<file path="src/rtl/run_ctrl.sv">
// Run sequencer for the single-cycle core: holds the core in reset, preloads dmem
// from a host write stream, releases the core, counts RUN cycles and stops on done/timeout.
module run_ctrl #(
    parameter int unsigned CNT_W   = 16,
    parameter int unsigned MAX_CYC = 65535,
    parameter int unsigned HOLDOFF = 2
) (
    input  logic             clk,
    input  logic             reset,
    input  logic             start,
    input  logic             abort,
    input  logic             host_valid,
    output logic             host_ready,
    input  logic [7:0]       host_addr,
    input  logic [7:0]       host_data,
    input  logic             host_last,
    output logic             core_rst,
    input  logic             core_done,
    output logic             dm_we,
    output logic [7:0]       dm_addr,
    output logic [7:0]       dm_di,
    output logic             busy,
    output logic             finished,
    output logic             timeout,
    output logic [CNT_W-1:0] cycles
);

    typedef enum logic [2:0] {
        IDLE,
        LOAD,
        RUN,
        DONE,
        TMO
    } state_t;

    state_t state, state_nx;
    logic   accept;

    assign accept = host_valid && host_ready;

    always_ff @(posedge clk or posedge reset) begin
        if (reset) state <= IDLE;
        else       state <= state_nx;
    end

    always_comb begin
        state_nx = state;
        if (abort) begin
            state_nx = IDLE;
        end else begin
            unique case (state)
                IDLE, DONE, TMO: if (start) state_nx = LOAD;
                LOAD:            if (accept && host_last) state_nx = RUN;
                RUN: begin
                    // DONE takes precedence over a simultaneous budget expiry
                    if (core_done && cycles >= CNT_W'(HOLDOFF)) state_nx = DONE;
                    else if (cycles == CNT_W'(MAX_CYC))         state_nx = TMO;
                end
                default: state_nx = IDLE;
            endcase
        end
    end

    // cycles is 0 only in the first RUN cycle, which doubles as the final-write cycle
    always_comb begin
        core_rst   = !(state == RUN && cycles != '0);
        host_ready = (state == LOAD);
        busy       = (state == LOAD) || (state == RUN);
        finished   = (state == DONE);
        timeout    = (state == TMO);
    end

    always_ff @(posedge clk or posedge reset) begin
        if (reset) begin
            cycles  <= '0;
            dm_we   <= 1'b0;
            dm_addr <= '0;
            dm_di   <= '0;
        end else begin
            dm_we <= accept && !abort;
            if (accept && !abort) begin
                dm_addr <= host_addr;
                dm_di   <= host_data;
            end
            if (state != LOAD && state_nx == LOAD)
                cycles <= '0;
            else if (state == RUN && state_nx == RUN)
                cycles <= cycles + CNT_W'(1);
        end
    end

endmodule

</file>
<file path="config.mk">
export PLATFORM = sky130hd
export DESIGN_NAME = run_ctrl
export DESIGN_NICKNAME = d
export VERILOG_FILES = /design/src/rtl/run_ctrl.sv
export SDC_FILE = /design/constraint.sdc
export NUM_CORES = 1
export LEC_CHECK = 0
export ABC_AREA = 1
export CELL_PAD_IN_SITES_DETAIL_PLACEMENT = 0
export CELL_PAD_IN_SITES_GLOBAL_PLACEMENT = 2
export CORE_ASPECT_RATIO = 1.5
export CORE_UTILIZATION = 29
export DETAILED_ROUTE_END_ITERATION = 10
export GPL_TIMING_DRIVEN = 0
export PLACE_DENSITY_LB_ADDON = 0.1
export SLEW_MARGIN = 20
export SYNTH_ARGS = -nofsm -noshare
export SYNTH_HDL_FRONTEND = slang
export SYNTH_SLANG_ARGS = --single-unit
</file>
<file path="constraint.sdc">
create_clock -name clk -period 3.15 [get_ports clk]
set_input_delay 0.63 -clock clk [delete_from_list [all_inputs] [get_ports clk]]
set_output_delay 0.63 -clock clk [all_outputs]
set_load 0.02 [all_outputs]
</file>
==> impl_metrics.toml <==
[outcome]
status = "completed"

[synthesis]
ys_seq_elements = 36
yosys-mux-area-fraction_pct = 0
synthCells = 277
synth_top_family_by_area = "simple AND/OR/NAND/NOR gates"
netlist_area_sq_um = 2140
yosysSeqAreaShare_pct = 42.0
synth-compound-area-share_pct = 2.04
synth_cell_types = 29
synth_warnings = 0
yosys.area_share.simple_pct = 40.3
synth_fa_ha_area_share_pct = 1.75
synthXorXnorAreaFrac_pct = 5.72
syn_nets = 303
synth.avg_cell_area_sq_um = 7.74

[clock_network]
insertion_delay_ns = 0.29
cts.sinks = 36
clockRootBuffer = "clkbuf_8"
cts_tree = "built"
postCtsSetupRepairBufs = 0
postCtsHoldBufs = 0
numCtsBuffers = 5
clk_pin_slew_ns = 0.08
cts_resized = 0
htree_levels = 2
clockBufferDepth = 2

[routing]
drtIter0Drc = 44
drt_pass1_iterations = 4
wl_met1_mm = 2.47
dr_wl_met3_um = 233
vias = 1958
wirelength_mm = 5.83
vias_per_cell = 4.39
drc = 0
drtAntennaViolNets = 0
wire_per_inst_um = 13.1
wl_met2_mm = 3.06
top_layer = "met4"

[timing]
period_needed_ns = 2.75
finalCritPeriodShare_pct = 87.2
setup_viol = 0
fin_worst_skew_ns = 0.00393
slew_headroom_pct = 70.5
rsz0062_at_grt = "false"
finalMaxSlewViolations = 0
fin_tns_setup_ns = 0
tightest_slew_ns = 0.443
hold_violations = 0
max_freq_ghz = 0.364

[worst_hold_path]
holdCritPathClass = "flop to flop"

[die]
fp-row-count = 38
dieHeight_um = 107
ios = 61
core_sq_um = 7180
start_util_pct = 29.9
die_area_sq_um = 7750
die_w_um = 72.2

[place]
dp.cells = 438
dp_hpwl_mm = 4.36
place_area_sq_um = 2890
portBuffers = 60
gp_congestion = 0.757

[global_routing]
grt_pass1_wl_mm = 9.76
overflow = 0
grt_pass1_vias = 1982
grtUsageTotal_pct = 16.3
grt_max_degree = 31
grt_antenna_before_repair = 0

[critical_path]
worstPathMaxFanout = 7
startpoint_type = "flop"
critical_path_class = "flop to output pin"
ff2ff_setup_slack_ns = 1.01
arrival_ns = 2.12
end_kind = "output pin"
cp_data_required_time_ns = 2.52

[final_layout]
synthToLayoutAreaGrowth_pct = 40.0
final_area_sq_um = 3000
diodes = 0
layout_commonest_cell = "nand2_1"
fin_nets = 371
final_cell_mix = "nand2_1 (92), clkdlybuf4s50_1 (60), dfrtp_1 (36), nand3_1 (33)"
drive_gt1_share_pct = 13.3
fin_cells = 446

[power_and_ir_drop]
p_leak_nw = 1.47
p_per_area_nw_per_um2 = 443
vdd_ir_drop_max_uv = 249

[run]
drv_cap = 0
sequential cells by signal, summed over array words and instances, names as in the netlist:
register	flops
dm_addr	8
dm_di	8
dm_we	1
cycles	16
state	3
report_power, final:
| part | switching [mW] | internal [mW] | total [mW] |
|---|---|---|---|
| Sequential | 0.0337 | 0.522 | 0.555 |
| Clock | 0.182 | 0.234 | 0.416 |
| Combinational | 0.185 | 0.173 | 0.358 |
routing by layer:
layer | vias to the layer above | track usage (%)
li1 | 1008 | -
met1 | 906 | 19.6
met2 | 40 | 28.2
met3 | 4 | 3.46
met4 | 0 | 6.02
met5 | - | 0
through the flow:
stage	hold WS [ns]	utilization [%]	worst slack [ns]	power (mW)
6_report	0.483	41.8	0.402	1.33
5_1_grt	0.512	41.8	0.170	1.40
4_1_cts	0.487	41.8	0.388	1.36
3_5_place_dp	0.465	40.2	0.699	0.927
3_3_place_gp	0.461	40.0	0.636	0.924
2_1_floorplan	0.591	-	1.17	0.741
final timing paths:
path                            cells past startpoint          to  startpoint
worst min register to register                      2  dm_addr[3]  dm_addr[3]
min in group asynchronous                           2       dm_we       reset
worst max register to register                     13   cycles[2]   cycles[1]
worst min-delay path                                2  dm_addr[3]  dm_addr[3]
max in group asynchronous                           3   cycles[8]       reset
worst max-delay path                                6    core_rst   cycles[9]
Yosys cell counts:
cell       n  share of area (%)
nand2_2    5                1.5
nand3_2    8                3.7
buf_4      1               0.35
nand4_1    3               0.88
nand2_1   92                 16
nor2_4     2                1.1
inv_1     23                4.0
inv_2      4               0.70
a21oi_1    2               0.47
dfrtp_1   36                 42
o21ai_0    1               0.23
o21ai_1    1               0.23
xor2_1    12                4.9
ha_1       3                1.8
nand2_4    2                1.1
buf_2      1               0.23
nor2_2     5                1.5
nand4_2    1               0.58
nand3_4    1               0.82
xnor2_1    2               0.82
buf_6      3                1.6
nand3_1   33                7.7
clkinv_1   2               0.35
nor2_1    22                3.9
o22ai_1    1               0.29
a21oi_2    2               0.82
buf_8      1               0.70
clkbuf_1   1               0.17
nor3_1     7                1.6
cell families (layout without fill, tap and decap cells):
family          Yosys count  in the layout
simple gates            181            181
fa+ha+maj                 3              3
compound gates            7              7
flops                    36             36
xor+xnor                 14             14
buf+inv                  36            105
worst max-delay path: stages (launching register included):
cell and delay, ns:
dfrtp_1 0.48, nor2_1 0.15, nand2_1 0.07, nor2_1 0.21, nand3_1 0.12, o21ai_0 0.17, clkdlybuf4s50_1 0.64
final cells by class:
cell class              instances  area (sq um)
plain buffers                   7          65.1
inverters                      29           109
well taps                     100           125
clock buffers                   5          68.8
repair buffers                 61           621
flip-flops and latches         36           901
multi-input cells             205          1070
clock inverters                 3          42.5
fillers                       784          4180
No activity file was read; power rests on OpenSTA's default activity.
